===== config.mk =====
export PLATFORM = sky130hd
export DESIGN_NAME = weight_feeder
export DESIGN_NICKNAME = d
export VERILOG_FILES = /design/src/rtl/weight_feeder.sv
export SDC_FILE = /design/constraint.sdc
export NUM_CORES = 1
export LEC_CHECK = 0
export BUFFER_PORTS_ARGS = -buffer_cell sky130_fd_sc_hd__buf_2
export CELL_PAD_IN_SITES_DETAIL_PLACEMENT = 1
export CELL_PAD_IN_SITES_GLOBAL_PLACEMENT = 2
export CORE_ASPECT_RATIO = 0.7
export CORE_MARGIN = 2
export CORE_UTILIZATION = 43
export DETAILED_ROUTE_END_ITERATION = 7
export PLACE_DENSITY_LB_ADDON = 0.1
export SETUP_SLACK_MARGIN = 0.5
export SLEW_MARGIN = 20
export SYNTH_ARGS = -nofsm -noshare
export SYNTH_HDL_FRONTEND = slang
export SYNTH_SLANG_ARGS = --single-unit
export TNS_END_PERCENT = 10

===== constraint.sdc =====
create_clock -name clk -period 8.75 [get_ports clk]
set_input_delay 2.1875 -clock clk [delete_from_list [all_inputs] [get_ports clk]]
set_output_delay 2.1875 -clock clk [all_outputs]
set_load 0.03 [all_outputs]

===== src/rtl/weight_feeder.sv =====
`default_nettype none
// ============================================================================
// Module   : weight_feeder
// Purpose  : Steps through a K x N bank of signed weights and a latched +/-1
//            input vector, presenting one term per cycle to an external
//            accumulater as (magnitude, add/subtract, clear-first) and flagging
//            when each hidden unit's sum is valid at the accumulater output.
// Revision : 1.0 - initial release
// ----------------------------------------------------------------------------
// Ports
//   clk        in   1          single clock, rising edge
//   rst        in   1          synchronous reset, active low
//   w_we       in   1          weight write strobe (ignored while busy)
//   w_addr     in   AW         weight index = k*N+i
//   w_data     in   WW         signed weight
//   x_in       in   K*N        input vector, bit k*N+i: 1 = +1, 0 = -1
//   start      in   1          begin one K*N-term evaluation (ignored while busy)
//   feed       out  13         |w| zero-extended
//   addflag    out  1          1 = add, 0 = subtract
//   setzero    out  1          first term of a unit
//   unit_done  out  1          accumulater output holds unit unit_idx's sum
//   unit_idx   out  KW         unit index, qualified by unit_done
//   busy       out  1          evaluation in progress
//   done       out  1          one-cycle pulse at end of evaluation
// ============================================================================
module weight_feeder #(
  parameter  int K  = 3,
  parameter  int N  = 8,
  parameter  int WW = 4,
  localparam int AW = (K * N > 1) ? $clog2(K * N) : 1,
  localparam int KW = (K > 1) ? $clog2(K) : 1
) (
  input  logic             clk,
  input  logic             rst,
  input  logic             w_we,
  input  logic [AW-1:0]    w_addr,
  input  logic [WW-1:0]    w_data,
  input  logic [K*N-1:0]   x_in,
  input  logic             start,
  output logic [12:0]      feed,
  output logic             addflag,
  output logic             setzero,
  output logic             unit_done,
  output logic [KW-1:0]    unit_idx,
  output logic             busy,
  output logic             done
);

  localparam int KN = K * N;
  localparam int IW = (N > 1) ? $clog2(N) : 1;

  localparam logic [IW-1:0] c_i_last   = IW'(N - 1);
  localparam logic [AW-1:0] c_idx_last = AW'(KN - 1);

  typedef enum logic [1:0] {
    S_IDLE  = 2'd0,
    S_FEED  = 2'd1,
    S_DRAIN = 2'd2
  } state_t;

  state_t           r_state;
  logic [KW-1:0]    r_k;
  logic [IW-1:0]    r_i;
  logic [AW-1:0]    r_idx;       // linear term index, always r_k*N + r_i
  logic             r_drain;     // second DRAIN cycle marker
  logic [KN-1:0]    r_x;
  logic [WW-1:0]    r_w [KN];

  logic [12:0]      r_feed;
  logic             r_addflag;
  logic             r_setzero;
  logic             r_last;      // a unit's last term was presented last cycle
  logic [KW-1:0]    r_last_k;
  logic             r_unit_done;
  logic [KW-1:0]    r_unit_idx;
  logic             r_done;

  // --------------------------------------------------------------------------
  // Next-term selection. Outputs are registered, so the term computed here is
  // the one that will be on the outputs during the following cycle.
  // --------------------------------------------------------------------------
  logic             w_last_term;
  logic [AW-1:0]    w_sel_idx;
  logic [WW-1:0]    w_sel_w;
  logic             w_sel_x;
  logic [WW:0]      w_ext;
  logic [WW:0]      w_mag;
  logic             w_term_add;

  assign w_last_term = (r_state == S_FEED) && (r_idx == c_idx_last);

  always_comb begin
    w_sel_idx = '0;
    if (r_state == S_FEED && !w_last_term) begin
      w_sel_idx = r_idx + 1'b1;
    end

    w_sel_w = r_w[w_sel_idx];
    w_sel_x = r_x[w_sel_idx];

    // On the start edge the first term comes straight from x_in, and a weight
    // written on that same edge to index 0 is forwarded so term (0,0) never
    // shows a stale value.
    if (r_state == S_IDLE) begin
      w_sel_x = x_in[0];
      if (w_we && w_addr == '0) begin
        w_sel_w = w_data;
      end
    end

    // One extra bit lets -2^(WW-1) produce its true magnitude 2^(WW-1).
    w_ext = {w_sel_w[WW-1], w_sel_w};
    w_mag = w_ext[WW] ? (~w_ext + 1'b1) : w_ext;

    // Product sign of w and x; a zero weight is forced to "add" so the
    // accumulater sees a harmless +0.
    if (w_sel_w == '0) begin
      w_term_add = 1'b1;
    end else begin
      w_term_add = ~(w_sel_w[WW-1] ^ ~w_sel_x);
    end
  end

  // --------------------------------------------------------------------------
  // Weight bank, FSM, counters and registered outputs
  // --------------------------------------------------------------------------
  always_ff @(posedge clk) begin
    if (!rst) begin
      r_state     <= S_IDLE;
      r_k         <= '0;
      r_i         <= '0;
      r_idx       <= '0;
      r_drain     <= 1'b0;
      r_x         <= '0;
      for (int j = 0; j < KN; j++) begin
        r_w[j] <= '0;
      end
      r_feed      <= '0;
      r_addflag   <= 1'b1;
      r_setzero   <= 1'b0;
      r_last      <= 1'b0;
      r_last_k    <= '0;
      r_unit_done <= 1'b0;
      r_unit_idx  <= '0;
      r_done      <= 1'b0;
    end else begin
      if (w_we && r_state == S_IDLE && w_addr <= c_idx_last) begin
        r_w[w_addr] <= w_data;
      end

      // Two-stage delay from "last term presented" to unit_done: one edge for
      // the accumulater to absorb the term, one for its output register.
      r_unit_done <= r_last;
      r_unit_idx  <= r_last_k;
      r_last      <= 1'b0;
      r_done      <= 1'b0;

      case (r_state)
        S_IDLE: begin
          if (start) begin
            r_state   <= S_FEED;
            r_x       <= x_in;
            r_k       <= '0;
            r_i       <= '0;
            r_idx     <= '0;
            r_feed    <= 13'(w_mag);
            r_addflag <= w_term_add;
            r_setzero <= 1'b1;
          end
        end

        S_FEED: begin
          r_last   <= (r_i == c_i_last);
          r_last_k <= r_k;
          if (w_last_term) begin
            r_state   <= S_DRAIN;
            r_drain   <= 1'b0;
            r_feed    <= '0;
            r_addflag <= 1'b1;
            r_setzero <= 1'b0;
          end else begin
            r_idx <= r_idx + 1'b1;
            if (r_i == c_i_last) begin
              r_i <= '0;
              r_k <= r_k + 1'b1;
            end else begin
              r_i <= r_i + 1'b1;
            end
            r_feed    <= 13'(w_mag);
            r_addflag <= w_term_add;
            r_setzero <= (r_i == c_i_last);
          end
        end

        S_DRAIN: begin
          if (!r_drain) begin
            r_drain <= 1'b1;
            r_done  <= 1'b1;
          end else begin
            r_state <= S_IDLE;
          end
        end

        default: begin
          r_state <= S_IDLE;
        end
      endcase
    end
  end

  assign feed      = r_feed;
  assign addflag   = r_addflag;
  assign setzero   = r_setzero;
  assign unit_done = r_unit_done;
  assign unit_idx  = r_unit_idx;
  assign busy      = (r_state != S_IDLE);
  assign done      = r_done;

endmodule
`default_nettype wire


# Yosys cells after proc, flatten, opt, wreduce, memory -nomap -nowiden

Memory sizes are Yosys's and may differ from the RTL's.
Cells that the tools add are included.

Reductions and logical operators: 21
Muxes and demuxes: 42
$add $sub $neg: 4
Bitwise logic cells: 4
Equality and inequality tests: 9
$lt $le $gt $ge: 2

Operators with widths:

| operator                                           | number |
|---|---|
| two-way mux 5 bit                                  | 6 |
| case mux 13 bit (2 select lines)                   | 1 |
| two-way mux 1 bit                                  | 14 |
| two-way mux 13 bit                                 | 1 |
| two-way mux 2 bit                                  | 6 |
| two-way mux 4 bit                                  | 3 |
| adder 5 x 1 -> 5 bit, second input constant        | 2 |
| case mux 5 bit (2 select lines)                    | 1 |
| AND reduction 2 bit                                | 5 |
| two-way mux 3 bit                                  | 3 |
| inequality test 2 bit, second input constant       | 4 |
| < comparator 5 x 6 -> 1 bit, second input constant | 1 |
| case mux 1 bit (2 select lines)                    | 3 |
| case mux 2 bit (3 select lines)                    | 1 |
| case mux 3 bit (2 select lines)                    | 1 |
| AND reduction 3 bit                                | 2 |
| nonzero test 2 bit                                 | 3 |
| binary-select mux 1 bit (select 5 bit)             | 1 |
| == test 5 bit, second input constant               | 1 |
| <= comparator 5 bit, second input constant         | 1 |
| logical AND 1 bit                                  | 5 |
| logical NOT 5 bit                                  | 1 |
| inverter 5 bit                                     | 1 |
| logical NOT 4 bit                                  | 1 |
| other kinds (13)                                   | 14 |

Logic and storage cells: 97
Output and inout bits: 20
RAM bits: 96
Input bits: 37
Register bits after elaboration: 59
Memories kept: 1

Memory list:

| memory | words | width | read ports | clocked after Yosys merged registers in | wr ports | line | text |
|---|---|---|---|---|---|---|---|
| r_w    | 24    | 4     | 1          | 0                                       | 24       | 67   | `logic [WW-1:0] r_w [KN];` |

# Logic depth before layout (Yosys ltp)

Gate-level depths: netlist of run 1.

Depth after elaboration: 14
Depth in mapped cells: 17
Depth with buffers taken out: 13

# Least setup slack after synthesis of run 1

No wires, ideal clock.

Path kind: input to register
Start: input w_addr[3]
End: register r_addflag, in the netlist addflag
Setup time: 0.132 ns
Arrival time: 3.838 ns
Stages: 9
Data required time: 8.618 ns
Setup slack: 4.779 ns
Path through: nor3_1 nand4_1 o311a_1 a21oi_1 inv_1 ha_1 a221o_1 a211oi_1 a2bb2oi_1

Longest elaborated chain between the ends: 9

RTL lines:

| item                                 | line     | text |
|---|---|---|
| start, declared                      | 36       | `input logic [AW-1:0] w_addr,` |
| logical NOT 5 bit (*)                | 106      | `if (w_we && w_addr == '0) begin` |
| logical AND 1 bit (*)                | 106      |  |
| two-way mux 4 bit (*)                | 106      |  |
| two-way mux 4 bit (*)                | 104      | `if (r_state == S_IDLE) begin` |
| XOR 1 bit                            | 120      | `w_term_add = ~(w_sel_w[WW-1] ^ ~w_sel_x);` |
| inverter 1 bit                       | 120      |  |
| two-way mux 1 bit (*)                | 117      | `if (w_sel_w == '0) begin` |
| two-way mux 1 bit (on tied branches) | 175, 160 |  |
| case mux 1 bit (2 select lines) (*)  | 158      | `case (r_state)` |
| end signal, assigned                 | 167      | `r_addflag <= w_term_add;` |
| end signal, assigned                 | 190      | `r_addflag <= w_term_add;` |
| end, declared                        | 70       | `logic r_addflag;` |

Mark *: on every way between the ends. The rest lies on a longest branch, timed or not. The select of a mux whose other input is x is not followed.
A chain may end at the register's enable or synchronous reset.

# Final worst setup path of run 1

Start: register r_idx[1]
End: register r_addflag, in the netlist addflag

Longest elaborated chain between the ends: 14

RTL lines:

| item                                                          | line | text |
|---|---|---|
| start, declared                                               | 64   | `logic [AW-1:0] r_idx;` |
| start signal, assigned                                        | 182  | `r_idx <= r_idx + 1'b1;` |
| branches (longest 13 deep; another with adder 5 x 1 -> 5 bit) | --   |  |
| case mux 1 bit (2 select lines) (*)                           | 158  |  |

Every way passes the cells marked *. The select of a mux whose other input is x is not followed.

==> summary.md, run 1 <==
| Metric | Value |
|---|---|
| Worst path cell trace | ha_1, buf_4, and3b_1, nand2_1, o221a_2, a211oi_1, a31oi_1, a21oi_1, inv_1, ha_1, a221o_1, a211oi_1, a2bb2oi_1 |
| # setup viols final | 0 |
| Final Hold Fails | 0 |
| Pin count of the biggest net entering global routing | 77 |
| Worst VDD drop | roughly 0.00014 V |
| FP Rows | 43 |
| R2R Path Start | r_idx[1] |
| Post-synthesis average cell area | ~11 um^2 |
| First-pass GRT wire length | 40000 um |
| Slowest CP cell | ha_1 |
| Ant. Diodes | 0 |
| Post-synth EDFFs | ~130 |
| Unique masters post-synth | a little under 70 |
| Status | finished clean |
| Worst-Margin Slew | between 0.9 and 1 ns |
| Synth Warn # | 0 |
| Synth async-reset ratio | 0 |
| Most instantiated cells after synthesis | 128 x edfxtp_1, 102 x and2_1, 87 x nand2_1 |
| Inst Count DP | about 1100 |
| Setup crit start kind | register |
| Setup bufs post-CTS | 0 |
| Die height | roughly 120 um |
| Register area share after synthesis | 0.552 |
| Mapped Cells | a little over 800 |
| Layout cell share with drive strength beyond 1 | 0.122 |
| Post-Route Skew | between 0.01 and 0.015 ns |
| FMAX | between 200 and 250 MHz |
| Worst-Skew Late Latency | ~0.44 ns |
| DR vias | 6627 |
| Final nets | 916 |
| Initial antenna violation count | 0 |
| Max Root-Sink Buffers | 2 |
| Core box area | about 20000 um^2 |
| Boundary Pins | 57 |
| CTS tree | built |
| Main synth FF type | edfxtp_1 |
| Total power | approximately 1900 uW |
| Total Wirelength | 26000 um |
| Fin util | 0.494 |
| RSZ-0062 raised after global routing | false |
| WS Path Type | reg2reg |
| CP peak stage delay | roughly 0.74 ns |
| TritonRoute pass-1 iters | 5 |
| Slew Viols, Final | 0 |
| Layout area overhead | 12.0% |
| H-tree depth | 4 |
| Clk slew on worst S/H paths | 0.07 ns |
| Clk sinks | 179 |
| Worst hold path type | reg2reg |
| Overall global routing resource usage | 0.251 |
| Final Cycle Share | 0.506 |
| Hold Path Origin | r_last |
| Leading area contributor after synthesis | edfxtp_1 |
| Post-synthesis cell area | roughly 8800 um^2 |
| Crit path from | r_idx[1] |
| Starting Density | 0.441 |
| Post-synthesis register bit count | 179 |
| Critical path peak fanout | 34 |
| Post-DP HPWL | ~18000 um |
| IO buf count | 48 |
| Cts repair resizes | 0 |
| Vias in the first global route | roughly 6700 |
| CTS Buf Count | 17 |
| WL per Instance | 22.5 um |
| Fillcell total | around 2200 |
| Tmin final | around 4.4 ns |
| Most numerous cell in the Yosys netlist | edfxtp_1 |
| Starting DRC count in detailed routing | approximately 470 |
| Worst hold slack | approximately 0.44 ns |
| Max capacitance violation total | 0 |
| Clock root buffer | clkbuf_16 |
| Largest cells by area after synthesis | edfxtp_1 44%, dfxtp_1 12%, and2_1 7.2% |
| Critical Path Sink Type | register |
| Placer Congestion | between 0.8 and 0.9 |
| Max_slew headroom | 0.372 |
| CP arrival | between 4 and 5 ns |
| Leakage | about 0.0036 uW |
| Share of the synthesized area in the top cell type | 0.436 |
| Die width | 175 um |
| Number of remaining DRC errors | 0 |
| Setup_tns | 0 ns |
| Antenna viol nets, final | 0 |
| Vias/cell | approximately 5.7 |
| CP Data Required Time | ~9 ns |
| GRT overflow | 0 |
| Die area | around 22000 um^2 |
| P per Cell Area | a little under 200 nW/um^2 |
| Final Non-Filler Cells | 1158 |
| Hold_buf cts | 0 |
power breakdown:
group / leakage (uW) / switching, uW / internal [uW]
sequential: 0.00173 / 17.3 / 948
clock: 0.000271 / 331 / 418
combinational: 0.00163 / 147 / 62.8
total: 0.00363 / 496 / 1430
logic make-up (layout without fill, tap and decap cells):
| family | count (synthesis) | in the layout | share of synthesized area |
|---|---|---|---|
| DFF | 179 | 179 | 0.552 |
| adders and majority gates | 4 | 4 | 0.00568 |
| AOI/OAI and AO/OA | 182 | 182 | 0.142 |
| buffers and inverters | 72 | 96 | 0.0386 |
| other | 1 | 40 | 0.000426 |
| muxes | 30 | 30 | 0.0391 |
| xor gates and xnor gates | 5 | 5 | 0.00497 |
| and+or+nand+nor | 352 | 352 | 0.217 |
final timing paths:
path                                  end  slack [ns]  cells after the start
worst min register to register  unit_done        0.44                      1
worst max-delay path              addflag        4.32                     13
worst max register to register    addflag        4.32                     13
worst min-delay path            unit_done        0.44                      1
layout make-up:
class | instances | area, um^2 | share of cell area
clock inverter | 14 | 139 | 0.0141
inverter | 5 | 18.8 | 0.00190
multi-input combinational | 613 | 3750 | 0.380
clock buffer | 18 | 429 | 0.0435
sequential | 179 | 4870 | 0.493
tap | 270 | 338 | 0.0342
timing repair buffer | 59 | 323 | 0.0327
critical path: cells and delay by family (launching register included):
kind | cells | cell delay [ns]
and+or+nand+nor | 2 | 0.60
adders and majority gates | 2 | 0.97
DFF | 1 | 0.33
buffers and inverters | 2 | 0.59
AOI/OAI and AO/OA | 7 | 1.76
sequential cells by signal, indices dropped and copies added (netlist names), 2 cells and up:
register,cells
r_w,128
r_x,24
feed,5
r_idx,5
r_i,3
r_k,2
r_last_k,2
r_state,2
unit_idx,2
per-layer routing:
metal	GRT usage	share of wire	vias up
li1	-	-	3075
met1	0.364	0.49	3313
met2	0.377	0.43	204
met3	0.0586	0.060	35
met4	0.0703	0.014	0
met5	0	0	-
stage by stage:
stage / cell area, um^2 / setup slack, ns
after global routing: 9860 / 4.04
after floorplan: 8950 / 4.78
after global placement: 9300 / 4.13
after detailed placement: 9300 / 4.02
final: 9860 / 4.32
after CTS: 9860 / 4.43
cells in the final DEF (no fill, tap or decap), types with 4 or more instances in the layout:
master and instances:
nand2b_1 14, and2_1 102, buf_4 11, o21ai_0 52
buf_2 48, a211oi_1 6, o221ai_1 9, nand3_1 19
clkbuf_16 17, o22ai_1 5, inv_1 5, a21boi_0 32
ha_1 4, clkinv_4 4, nor2_1 43, conb_1 40
nor3_1 12, nor2b_1 19, edfxtp_1 128, and4_1 4
a31oi_1 5, a32oi_1 7, a21oi_1 19, a22oi_1 4
o211ai_1 6, nand2_1 87, and3_1 6, dfxtp_1 50
mux2i_1 22, nand4_1 22, mux2_2 5
Power figures use the tool's default switching activity.
==> run 2: changes to the inputs <==
CORE_UTILIZATION = 36   (was 43)
clock period = 3.7 ns   (was 8.75 ns; I/O delays follow)
==> run 2 against run 1 <==
- global-route usage fell by 1.8 points
- final cell count rose by 8.5%
- largest power group unchanged
- flip-flop and latch count did not move
- first-iteration DRC count rose by 9.1%
- clock power rose to 2.6 times the previous value
- largest cell class unchanged
- sequential share of layout area fell by 3.5 points
- critical path depth rose by 1
- combinational power rose to 2.9 times the previous value
- hold slack got worse by 0.0024 ns
- die area rose by 19%
==> summary.md, run 2 (same netlist as run 1, synthesis figures left out) <==
| Metric | Value |
|---|---|
| Critical R2R Capture | feed[2] |
| Crit path from | r_state[0] |
| Final nets | 967 |
| Post-Route Skew | 0.0131 ns |
| R2r setup slk | 0.61 ns |
| First-pass GRT wire length | approximately 44000 um |
| Total Wirelength | between 20000 and 30000 um |
| Met1 usage | 0.350 |
| Layout cell share with drive strength beyond 1 | 0.206 |
| Layout area overhead | 20.7% |
| CP Data Required Time | a little over 4 ns |
| Register with the most flip-flops | r_w |
| DR vias | 6958 |
| Comb pwr share | 0.125 |
| Starting Density | 0.370 |
| Reg area | ~5000 um^2 |
| Final Hold Fails | 0 |
| P per Cell Area | approximately 450 nW/um^2 |
| IO buf count | 48 |
| Multi-input gate area | 3920 um^2 |
| Placer Congestion | 0.831 |
| WL per Instance | approximately 23 um |
| Boundary Pins | 57 |
| Die height | 135 um |
| CTS tree | built |
| FMAX | 323 MHz |
| TritonRoute pass-1 iters | 5 |
| Switching share of power | 0.266 |
| Busiest grt layer | met1 |
| Clock root buffer | clkbuf_16 |
| Ant. Diodes | 0 |
| Status | finished clean |
| Internal Power | approximately 3500 uW |
| Worst-Skew Late Latency | between 0.4 and 0.5 ns |
| Max_slew headroom | 0.499 |
| Starting DRC count in detailed routing | 517 |
| Clock power frac | 0.402 |
| Worst hold path type | reg2reg |
| Critical Path Sink Type | register |
| R2R Path Start | r_state[0] |
| Top Registers | r_w x128, r_x x24 |
| Fillcell total | about 2600 |
| Inst Count DP | roughly 1200 |
| Grt met2 use | 0.337 |
| Max capacitance violation total | 0 |
| Tmin final | between 3 and 4 ns |
| Max Root-Sink Buffers | 2 |
| Fin area | between 10000 and 15000 um^2 |
| Commonest non-fill, non-tap cell in the layout | edfxtp_1 |
| H-tree depth | 4 |
| Initial antenna violation count | 0 |
| Post-DP HPWL | about 20000 um |
| RSZ-0062 raised after global routing | true |
| P_sw | 1280 uW |
| Max FFs per register | roughly 130 |
| Pin count of the biggest net entering global routing | 76 |
| Clk sinks | ~180 |
| Worst VDD drop | about 0.00033 V |
| Antenna viol nets, final | 0 |
| Final Cycle Share | 0.836 |
| Vias in the first global route | between 7000 and 8000 |
| WS Path Type | reg2reg |
| GRT overflow | 0 |
| Overall global routing resource usage | 0.233 |
| Die width | 191 um |
| Final Non-Filler Cells | roughly 1300 |
| Placed inst area | 9620 um^2 |
| Worst setup path endpoint | feed[2] |
| Critical path peak fanout | 6 |
| Slew Viols, Final | 0 |
| Met3 track demand over resource | 0.0515 |
| Most frequent cells in the layout | 128 x edfxtp_1, 102 x and2_1, 84 x nand2_1, 54 x buf_4, 50 x o21ai_0 |
| Total power | 4830 uW |
| Hold_buf cts | 0 |
| Die area | 25800 um^2 |
| Worst hold slack | ~0.44 ns |
| Register share of total power | 0.474 |
| Setup crit start kind | register |
| R2R depth | 14 |
| Clk slew on worst S/H paths | around 0.07 ns |
| CTS Buf Count | 17 |
| FP Rows | between 40 and 50 |
| Number of remaining DRC errors | 0 |
| Leakage | about 0.0040 uW |
| Core box area | ~24000 um^2 |
| Vias/cell | between 5 and 6 |
| Worst-Margin Slew | approximately 0.75 ns |
| # setup viols final | 0 |
| CP arrival | roughly 3.4 ns |
==> run 2: cell count changes in the layout (fill, tap and decap cells not counted), sizes merged, moves of 2 or more <==
cell / change
buf: +49
inv: +7
clkinv: -4
clkinvlp: -3
bufbuf: +2
==> run 2: worst max-delay path, stage by stage, from the launching register on <==
cell and delay [ns]:
dfxtp_2 0.40, buf_4 0.16, or3b_4 0.41, nor3_4 0.21
buf_4 0.17, a2111oi_4 0.07, a211oi_2 0.29, a31oi_1 0.11
a21oi_2 0.25, inv_1 0.08, ha_2 0.19, nand2b_1 0.15
a31oi_1 0.19, xnor2_1 0.09, a32o_1 0.21
==> run 2: worst min path at each step <==
stage | start | to | slack, ns | cells past startpoint
floorplan | r_last | unit_done | 0.41 | 1
global placement | r_last | unit_done | 0.41 | 1
detailed placement | r_last | unit_done | 0.42 | 1
CTS | r_last | unit_done | 0.44 | 1
global route | r_last | unit_done | 0.48 | 1
finish | r_last | unit_done | 0.44 | 1
==> run 2: what timing repair did <==
item	CTS	global route
pin swaps	4	12
resized for setup	35	18
cloned	2	0
setup endpoints to repair	5	3
buffers inserted	8	9
==> run 2: layout make-up <==
class / instances / share of cell area
clock buffers: 17 / 0.0400
multi-input cells: 613 / 0.369
flip-flops and latches: 179 / 0.458
well taps: 318 / 0.0374
clock inverters: 15 / 0.0182
repair buffers: 110 / 0.0752
inverters: 5 / 0.00177
==> run 2: metal layers <==
layer / share of wire / vias up
li1: - / 3188
met1: 0.50 / 3531
met2: 0.43 / 210
met3: 0.059 / 29
met4: 0.013 / 0
met5: 0 / -
==> run 2: power by group through the flow <==
stage               sequential (uW)  clock [uW]  combinational, uW
floorplan                      2320           0                314
global placement               2330           0                524
detailed placement             2330           0                533
CTS                            2290        1970                579
global route                   2300        2040                651
finish                         2290        1940                601
==> run 2: metrics by stage <==
step,setup TNS [ns],utilization,setup WS (ns)
2_1_floorplan,0,-,0.740
3_3_place_gp,-0.222,0.404,-0.133
3_5_place_dp,-0.230,0.404,-0.133
4_1_cts,0,0.441,0.522
5_1_grt,0,0.446,0.485
6_report,0,0.446,0.608
